`src/rtl/plab5_mcore_mem_sec_req_arb_if.sv`:
```
// rtl/plab5_mcore_mem_sec_req_arb_if.sv - cache/memory request-response port bundle
//
// One bundle carries a full memory port: request channel (control, data,
// security level, val/rdy) and response channel (control, data, insecure
// flag, val/rdy).
//   master : the side that issues requests and consumes responses
//   slave  : the side that accepts requests and returns responses
interface plab5_mcore_mem_sec_req_arb_if #(
  parameter int p_req_cnbits  = 45,
  parameter int p_resp_cnbits = 15,
  parameter int p_data_nbits  = 32
);
  logic [p_req_cnbits-1:0]  req_control;
  logic [p_data_nbits-1:0]  req_data;
  logic                     req_sec_level;
  logic                     req_val;
  logic                     req_rdy;
  logic [p_resp_cnbits-1:0] resp_control;
  logic [p_data_nbits-1:0]  resp_data;
  logic                     resp_insecure;
  logic                     resp_val;
  logic                     resp_rdy;

  modport master (
    output req_control, req_data, req_sec_level, req_val,
    input  req_rdy,
    input  resp_control, resp_data, resp_insecure, resp_val,
    output resp_rdy
  );

  modport slave (
    input  req_control, req_data, req_sec_level, req_val,
    output req_rdy,
    output resp_control, resp_data, resp_insecure, resp_val,
    input  resp_rdy
  );
endinterface

```
`src/rtl/plab5_mcore_mem_sec_req_arb.sv`:
```
// rtl/plab5_mcore_mem_sec_req_arb.sv - two-port round-robin arbiter in front of the secure memory controller
//
// Grants one cache request at a time, forwards it (with its security level)
// to the memory controller, and passes the single outstanding response back
// to its owner combinationally. Counts insecure responses per port.
//   clk_i, reset_i    : clock, synchronous active-high reset
//   req0_if, req1_if  : cache ports (slave side)
//   mem_if            : controller port (master side); resp_insecure is the
//                       controller's insecure flag
//   resp_sec_level_o  : security level of the in-flight transaction owner
//   insec_cnt0_o/1_o  : saturating insecure-response counters
module plab5_mcore_mem_sec_req_arb #(
  parameter int p_opaque_nbits = 8,
  parameter int p_addr_nbits   = 32,
  parameter int p_data_nbits   = 32,
  parameter int p_cnt_nbits    = 8
) (
  input  logic                               clk_i,
  input  logic                               reset_i,
  plab5_mcore_mem_sec_req_arb_if.slave       req0_if,
  plab5_mcore_mem_sec_req_arb_if.slave       req1_if,
  plab5_mcore_mem_sec_req_arb_if.master      mem_if,
  output logic                               resp_sec_level_o,
  output logic [p_cnt_nbits-1:0]             insec_cnt0_o,
  output logic [p_cnt_nbits-1:0]             insec_cnt1_o
);

  // Message control fields exclude data: req = type+opaque+addr+len,
  // resp = type+opaque+test+len.
  localparam int c_len_nbits = $clog2(p_data_nbits/8);
  localparam int req_cnbits  = 3 + p_opaque_nbits + p_addr_nbits + c_len_nbits;

  typedef enum logic [1:0] {
    IDLE = 2'd0,
    SEND = 2'd1,
    WAIT = 2'd2
  } state_t;

  state_t                  state_q;
  logic                    rr_q;
  logic                    owner_q;
  logic                    lvl_q;
  logic [req_cnbits-1:0]   ctrl_q;
  logic [p_data_nbits-1:0] data_q;
  logic [p_cnt_nbits-1:0]  cnt0_q;
  logic [p_cnt_nbits-1:0]  cnt1_q;

  logic any_val;
  logic grant;
  logic owner_rdy;
  logic resp_hs;
  logic in_idle;
  logic in_send;
  logic in_wait;

  assign any_val   = req0_if.req_val || req1_if.req_val;
  // Lone requester wins; a tie goes to the round-robin pointer.
  assign grant     = (req0_if.req_val && req1_if.req_val) ? rr_q : req1_if.req_val;
  assign owner_rdy = owner_q ? req1_if.resp_rdy : req0_if.resp_rdy;
  assign resp_hs   = mem_if.resp_val && owner_rdy;

  // Reset forces every handshake output low regardless of the held state.
  assign in_idle = !reset_i && (state_q == IDLE);
  assign in_send = !reset_i && (state_q == SEND);
  assign in_wait = !reset_i && (state_q == WAIT);

  always_ff @(posedge clk_i) begin
    if (reset_i) begin
      state_q <= IDLE;
      rr_q    <= 1'b0;
      owner_q <= 1'b0;
      lvl_q   <= 1'b0;
      ctrl_q  <= '0;
      data_q  <= '0;
      cnt0_q  <= '0;
      cnt1_q  <= '0;
    end else begin
      case (state_q)
        IDLE: begin
          if (any_val) begin
            owner_q <= grant;
            lvl_q   <= grant ? req1_if.req_sec_level : req0_if.req_sec_level;
            ctrl_q  <= grant ? req1_if.req_control   : req0_if.req_control;
            data_q  <= grant ? req1_if.req_data      : req0_if.req_data;
            state_q <= SEND;
          end
        end
        SEND: begin
          if (mem_if.req_rdy) state_q <= WAIT;
        end
        WAIT: begin
          if (resp_hs) begin
            state_q <= IDLE;
            rr_q    <= ~owner_q;
            if (mem_if.resp_insecure) begin
              if (owner_q) begin
                if (cnt1_q != '1) cnt1_q <= cnt1_q + p_cnt_nbits'(1);
              end else begin
                if (cnt0_q != '1) cnt0_q <= cnt0_q + p_cnt_nbits'(1);
              end
            end
          end
        end
        default: state_q <= IDLE;
      endcase
    end
  end

  assign req0_if.req_rdy = in_idle && any_val && !grant;
  assign req1_if.req_rdy = in_idle && any_val &&  grant;

  assign mem_if.req_val       = in_send;
  assign mem_if.req_control   = ctrl_q;
  assign mem_if.req_data      = data_q;
  assign mem_if.req_sec_level = (in_send || in_wait) && lvl_q;
  assign resp_sec_level_o     = (in_send || in_wait) && lvl_q;

  // Response path is a pure pass-through; only val is steered to the owner.
  assign req0_if.resp_val      = in_wait && !owner_q && mem_if.resp_val;
  assign req1_if.resp_val      = in_wait &&  owner_q && mem_if.resp_val;
  assign req0_if.resp_control  = mem_if.resp_control;
  assign req1_if.resp_control  = mem_if.resp_control;
  assign req0_if.resp_data     = mem_if.resp_data;
  assign req1_if.resp_data     = mem_if.resp_data;
  assign req0_if.resp_insecure = mem_if.resp_insecure;
  assign req1_if.resp_insecure = mem_if.resp_insecure;
  assign mem_if.resp_rdy       = in_wait && owner_rdy;

  assign insec_cnt0_o = cnt0_q;
  assign insec_cnt1_o = cnt1_q;

endmodule

```
`src/flat_wrapper.sv`:
```
// flat-port wrapper written by rule: the top's interface ports become plain ports
module plab5_mcore_mem_sec_req_arb_flat 
#(
  parameter int p_opaque_nbits = 8,
  parameter int p_addr_nbits   = 32,
  parameter int p_data_nbits   = 32,
  parameter int p_cnt_nbits    = 8
)
  (clk_i, reset_i, resp_sec_level_o, insec_cnt0_o, insec_cnt1_o, req0_if_req_control, req0_if_req_data, req0_if_req_sec_level, req0_if_req_val, req0_if_req_rdy, req0_if_resp_control, req0_if_resp_data, req0_if_resp_insecure, req0_if_resp_val, req0_if_resp_rdy, req1_if_req_control, req1_if_req_data, req1_if_req_sec_level, req1_if_req_val, req1_if_req_rdy, req1_if_resp_control, req1_if_resp_data, req1_if_resp_insecure, req1_if_resp_val, req1_if_resp_rdy, mem_if_req_control, mem_if_req_data, mem_if_req_sec_level, mem_if_req_val, mem_if_req_rdy, mem_if_resp_control, mem_if_resp_data, mem_if_resp_insecure, mem_if_resp_val, mem_if_resp_rdy);
  plab5_mcore_mem_sec_req_arb_if #(.p_req_cnbits((3 + (8) + (32) + 2)), .p_resp_cnbits((3 + (8) + 2 + 2)), .p_data_nbits(p_data_nbits)) req0_if_i ();
  plab5_mcore_mem_sec_req_arb_if #(.p_req_cnbits((3 + (8) + (32) + 2)), .p_resp_cnbits((3 + (8) + 2 + 2)), .p_data_nbits(p_data_nbits)) req1_if_i ();
  plab5_mcore_mem_sec_req_arb_if #(.p_req_cnbits((3 + (8) + (32) + 2)), .p_resp_cnbits((3 + (8) + 2 + 2)), .p_data_nbits(p_data_nbits)) mem_if_i ();
  input  logic clk_i;
  input  logic reset_i;
  output logic resp_sec_level_o;
  output logic [p_cnt_nbits-1:0] insec_cnt0_o;
  output logic [p_cnt_nbits-1:0] insec_cnt1_o;
  input wire logic [$bits(req0_if_i.req_control)-1:0] req0_if_req_control;
  input wire logic [$bits(req0_if_i.req_data)-1:0] req0_if_req_data;
  input wire logic [$bits(req0_if_i.req_sec_level)-1:0] req0_if_req_sec_level;
  input wire logic [$bits(req0_if_i.req_val)-1:0] req0_if_req_val;
  output wire logic [$bits(req0_if_i.req_rdy)-1:0] req0_if_req_rdy;
  output wire logic [$bits(req0_if_i.resp_control)-1:0] req0_if_resp_control;
  output wire logic [$bits(req0_if_i.resp_data)-1:0] req0_if_resp_data;
  output wire logic [$bits(req0_if_i.resp_insecure)-1:0] req0_if_resp_insecure;
  output wire logic [$bits(req0_if_i.resp_val)-1:0] req0_if_resp_val;
  input wire logic [$bits(req0_if_i.resp_rdy)-1:0] req0_if_resp_rdy;
  input wire logic [$bits(req1_if_i.req_control)-1:0] req1_if_req_control;
  input wire logic [$bits(req1_if_i.req_data)-1:0] req1_if_req_data;
  input wire logic [$bits(req1_if_i.req_sec_level)-1:0] req1_if_req_sec_level;
  input wire logic [$bits(req1_if_i.req_val)-1:0] req1_if_req_val;
  output wire logic [$bits(req1_if_i.req_rdy)-1:0] req1_if_req_rdy;
  output wire logic [$bits(req1_if_i.resp_control)-1:0] req1_if_resp_control;
  output wire logic [$bits(req1_if_i.resp_data)-1:0] req1_if_resp_data;
  output wire logic [$bits(req1_if_i.resp_insecure)-1:0] req1_if_resp_insecure;
  output wire logic [$bits(req1_if_i.resp_val)-1:0] req1_if_resp_val;
  input wire logic [$bits(req1_if_i.resp_rdy)-1:0] req1_if_resp_rdy;
  output wire logic [$bits(mem_if_i.req_control)-1:0] mem_if_req_control;
  output wire logic [$bits(mem_if_i.req_data)-1:0] mem_if_req_data;
  output wire logic [$bits(mem_if_i.req_sec_level)-1:0] mem_if_req_sec_level;
  output wire logic [$bits(mem_if_i.req_val)-1:0] mem_if_req_val;
  input wire logic [$bits(mem_if_i.req_rdy)-1:0] mem_if_req_rdy;
  input wire logic [$bits(mem_if_i.resp_control)-1:0] mem_if_resp_control;
  input wire logic [$bits(mem_if_i.resp_data)-1:0] mem_if_resp_data;
  input wire logic [$bits(mem_if_i.resp_insecure)-1:0] mem_if_resp_insecure;
  input wire logic [$bits(mem_if_i.resp_val)-1:0] mem_if_resp_val;
  output wire logic [$bits(mem_if_i.resp_rdy)-1:0] mem_if_resp_rdy;
  assign req0_if_i.req_control = req0_if_req_control;
  assign req0_if_i.req_data = req0_if_req_data;
  assign req0_if_i.req_sec_level = req0_if_req_sec_level;
  assign req0_if_i.req_val = req0_if_req_val;
  assign req0_if_req_rdy = req0_if_i.req_rdy;
  assign req0_if_resp_control = req0_if_i.resp_control;
  assign req0_if_resp_data = req0_if_i.resp_data;
  assign req0_if_resp_insecure = req0_if_i.resp_insecure;
  assign req0_if_resp_val = req0_if_i.resp_val;
  assign req0_if_i.resp_rdy = req0_if_resp_rdy;
  assign req1_if_i.req_control = req1_if_req_control;
  assign req1_if_i.req_data = req1_if_req_data;
  assign req1_if_i.req_sec_level = req1_if_req_sec_level;
  assign req1_if_i.req_val = req1_if_req_val;
  assign req1_if_req_rdy = req1_if_i.req_rdy;
  assign req1_if_resp_control = req1_if_i.resp_control;
  assign req1_if_resp_data = req1_if_i.resp_data;
  assign req1_if_resp_insecure = req1_if_i.resp_insecure;
  assign req1_if_resp_val = req1_if_i.resp_val;
  assign req1_if_i.resp_rdy = req1_if_resp_rdy;
  assign mem_if_req_control = mem_if_i.req_control;
  assign mem_if_req_data = mem_if_i.req_data;
  assign mem_if_req_sec_level = mem_if_i.req_sec_level;
  assign mem_if_req_val = mem_if_i.req_val;
  assign mem_if_i.req_rdy = mem_if_req_rdy;
  assign mem_if_i.resp_control = mem_if_resp_control;
  assign mem_if_i.resp_data = mem_if_resp_data;
  assign mem_if_i.resp_insecure = mem_if_resp_insecure;
  assign mem_if_i.resp_val = mem_if_resp_val;
  assign mem_if_resp_rdy = mem_if_i.resp_rdy;
  plab5_mcore_mem_sec_req_arb #(.p_opaque_nbits(p_opaque_nbits), .p_addr_nbits(p_addr_nbits), .p_data_nbits(p_data_nbits), .p_cnt_nbits(p_cnt_nbits)) u_core (.clk_i(clk_i), .reset_i(reset_i), .req0_if(req0_if_i), .req1_if(req1_if_i), .mem_if(mem_if_i), .resp_sec_level_o(resp_sec_level_o), .insec_cnt0_o(insec_cnt0_o), .insec_cnt1_o(insec_cnt1_o));
endmodule
```
`config.mk`:
```
export PLATFORM = sky130hd
export DESIGN_NAME = plab5_mcore_mem_sec_req_arb_flat
export DESIGN_NICKNAME = d
export VERILOG_FILES = /design/src/rtl/plab5_mcore_mem_sec_req_arb_if.sv /design/src/rtl/plab5_mcore_mem_sec_req_arb.sv /design/src/flat_wrapper.sv
export SDC_FILE = /design/constraint.sdc
export NUM_CORES = 1
export LEC_CHECK = 0
export CAP_MARGIN = 20
export CELL_PAD_IN_SITES_DETAIL_PLACEMENT = 0
export CELL_PAD_IN_SITES_GLOBAL_PLACEMENT = 1
export CORE_AREA = 3 3 157 159
export DETAILED_ROUTE_END_ITERATION = 10
export DIE_AREA = 0 0 160 162
export GPL_TIMING_DRIVEN = 0
export PLACE_DENSITY = 0.83
export REMOVE_ABC_BUFFERS = 1
export SYNTH_ARGS = -nofsm -noshare
export SYNTH_HDL_FRONTEND = slang
export SYNTH_SLANG_ARGS = --single-unit
```
`constraint.sdc`:
```
create_clock -name clk_i -period 5 [get_ports clk_i]
set_clock_uncertainty 0.05 [all_clocks]
set_input_delay 0.5 -clock clk_i [delete_from_list [all_inputs] [get_ports clk_i]]
set_output_delay 0.5 -clock clk_i [all_outputs]
set_load 0.05 [all_outputs]
```
==> summary.txt <==
outcome: complete, no violations
final hold violation count: 0
top cells by area, synth: dfxtp_1 (40%), mux2i_1 (17%), buf_4 (15%)
LEAKAGE: 0.003037 uW
count of instances resized after the clock tree is built: 0
highest clock frequency the design can meet: 0.2438 GHz
core area: 0.02340 mm^2
Total Power: 2244 uW
total number of vias: 4461
share of synthesized registers carrying an async set or reset: 0
xor and xnor fraction of the mapped netlist area: 0.003541
die outline area: 0.02592 mm^2
maximum level of the CTS H-tree: 3
max-slew violation total from the final report: 0
Most Crowded Layer GR: met2
global routing usage on met3: 0.1561
post-synthesis cell count: 562
setup repair after global routing missed its margin: no
transition time of the tightest slew-check pin: 0.9421 ns
GR Util met2: 0.2047
number of antenna violations at the first check in global routing: 1
worst setup path category: primary input to output pin
pre-CTS setup slack: 0.8487 ns
clock root cell: clkbuf_16
routability congestion estimate from global placement: 0.8107
first-pass GRT wire length: 29.28 mm
Storage cell area: 0.001962 mm^2
placement row count: 56
net count reported at finish: 931
CTS clk-pin slew, worst paths: 0.07 ns
worst slew margin relative to its limit: 0.3691
adder-cell share of the synthesized area: 0.005058
input/output buffers: 267
crit path capture type: output pin
fraction of post-synthesis cell area in the top cell type by area: 0.3966
number of remaining DRC errors: 0
Max Cap Viol: 0
post-route core utilization: 0.3248
postcts setup bufs: 0
synth unique cells: 40
most frequent cells after synthesis: dfxtp_1 (98), buf_4 (97), nand2_1 (84)
clock tree from TritonCTS: done
Antenna Nets Post-Route: 0
Num Clock Sinks: 98
width of the die: 160 um
layout overhead on the synthesized area: 53.64%
HPWL after detailed placement: 17.31 mm
area leader, netlist: dfxtp_1
area of the multi-input gates: 0.002111 mm^2
average wire length per cell after detail routing: 20.02 um
post-route worst setup slack: 0.8976 ns
vias in the first global route: 4291
top_reg_cell synth: dfxtp_1
Antenna Diode Count: 0
die height: 162 um
number of inserted filler cells in the final layout: 2493
basic-gate share of the synthesized area counting and, or, nand and nor cells: 0.1300
Cell Area, Synth: 0.004947 mm^2
crit path launch type: primary input
combinational family with the most area after synthesis: buffers and inverters
number of search-and-repair iterations in the first detailed-routing pass: 4
Initial Utilization: 0.2114
Worst EP required: 4.45 ns
part of the Yosys area used for sequential elements: 0.3966
total power divided by cell area: 295.2 mW/mm^2
fin crit period: 4.102 ns
Congestion Overflow GR: 0
synthesized-area fraction occupied by ao, oa, aoi and oai cells: 0.1158
quantity of hold-fixing buffers added after cts: 0
count of yosys warnings during synthesis: 0
share of synthesized area spent on multiplexers: 0.1682
maximum number of pins on one net before global-route repair: 55
met1 Resource Use GR: 0.1694
number of standard cells in the final layout excluding fillers: 1041
most frequent cell after synthesis: dfxtp_1
layout cell share with drive strength beyond 1: 0.04155
Worst EP arrival: 3.55 ns
largest fanout on the critical path: 27
worst supply voltage drop on vdd: 0.1551 mV
count of flip-flops with a built-in enable after synthesis: 0
register bit count reported by yosys: 98
Via density: 4.285
period utilization: 0.8205
clock insertion delay at the later pin of the skew report: 0.34 ns
Tightest Hold Check Type: register to register
final number of setup-violating endpoints: 0
number of buffers on the longest clock path: 2
Placed Instances: 1025
total CTS buffers: 9
Post-Syn Area per Cell: 8.803 um^2
DRT iter0 DRCs: 220
I/O pin count: 409
total detailed-routing wirelength: 20.84 mm
combined global-route utilization of all metal layers: 0.1543
[stage by stage]
| step | setup TNS, ns | area [um^2] | hold WS, ns |
|---|---|---|---|
| after floorplan | -352.54 | 4071 | 0.3668 |
| after global placement | -666.78 | 7143 | 0.3811 |
| after detailed placement | 0 | 7306 | 0.3913 |
| after CTS | 0 | 7601 | 0.4079 |
| after global routing | 0 | 7601 | 0.4256 |
| final | 0 | 7601 | 0.4014 |
[path summary, 6_finish.rpt]
path	from	endpoint	slack, ns	depth (start not counted)
setup / recovery	reset_i	req1_if_req_rdy	0.90	4
hold / removal	u_core.mem_if.req_data[9]	u_core.mem_if.req_data[9]	0.40	2
setup reg to reg	u_core.state_q[0]	u_core.mem_if.req_data[10]	2.91	3
hold reg to reg	u_core.mem_if.req_data[9]	u_core.mem_if.req_data[9]	0.40	2
[layer usage]
layer | vias up | share of wire
li1 | 2139 | -
met1 | 1980 | 0.39
met2 | 318 | 0.39
met3 | 18 | 0.21
met4 | 6 | 0.0089
met5 | - | 0.011
[cell usage in the layout (no fill, tap or decap), types with 2 or more instances in the layout]
| cell type | count |
|---|---|
| a211oi_1 | 3 |
| a21oi_1 | 9 |
| and2_1 | 2 |
| and3_1 | 3 |
| and4b_1 | 2 |
| buf_12 | 3 |
| buf_16 | 3 |
| clkbuf_16 | 9 |
| clkdlybuf4s50_1 | 267 |
| clkinvlp_4 | 3 |
| dfxtp_1 | 98 |
| ha_1 | 2 |
| inv_1 | 5 |
| mux2i_1 | 82 |
| nand2_1 | 84 |
| nand3_1 | 9 |
| nand4_1 | 2 |
| nor2_1 | 11 |
| nor2b_1 | 3 |
| nor3_1 | 5 |
| o21ai_0 | 82 |
| o31ai_1 | 4 |
| or3_1 | 3 |
| or4_1 | 4 |
| xor2_1 | 2 |
[area by class of cell]
cell class,count,area share
Sequential cell,98,0.2581
Multi-Input combinational cell,330,0.2777
Clock inverter,6,0.008724
Timing Repair Buffer,273,0.3704
Clock buffer,10,0.03012
Inverter,5,0.002469
Tap cell,319,0.05251
[flip-flops by register name (all words and copies together) (netlist names)]
register and cells:
u_core.owner_q 1, u_core.mem_if.req_data 32, u_core.insec_cnt1_o 8, u_core.mem_if.req_control 45, u_core.state_q 2, u_core.rr_q 1
u_core.insec_cnt0_o 8, u_core.lvl_q 1
[kinds of logic (layout without fill, tap and decap cells)]
logic type / count (synthesis) / after routing
simple gates: 137 / 137
buf+inv: 134 / 294
compound gates: 106 / 106
flops: 98 / 98
mux: 83 / 83
fa+ha+maj: 2 / 2
xor+xnor: 2 / 2
[report_power, final]
part           switching, uW  internal, uW
combinational            376           284
sequential              34.3           845
clock                    316           390
[worst max-delay path, stage by stage]
cell	delay [ns]
clkdlybuf4s50_1	0.83
or4_2	1.13
nor2_1	0.24
clkdlybuf4s50_1	0.84
No activity file was read; power rests on OpenSTA's default activity.
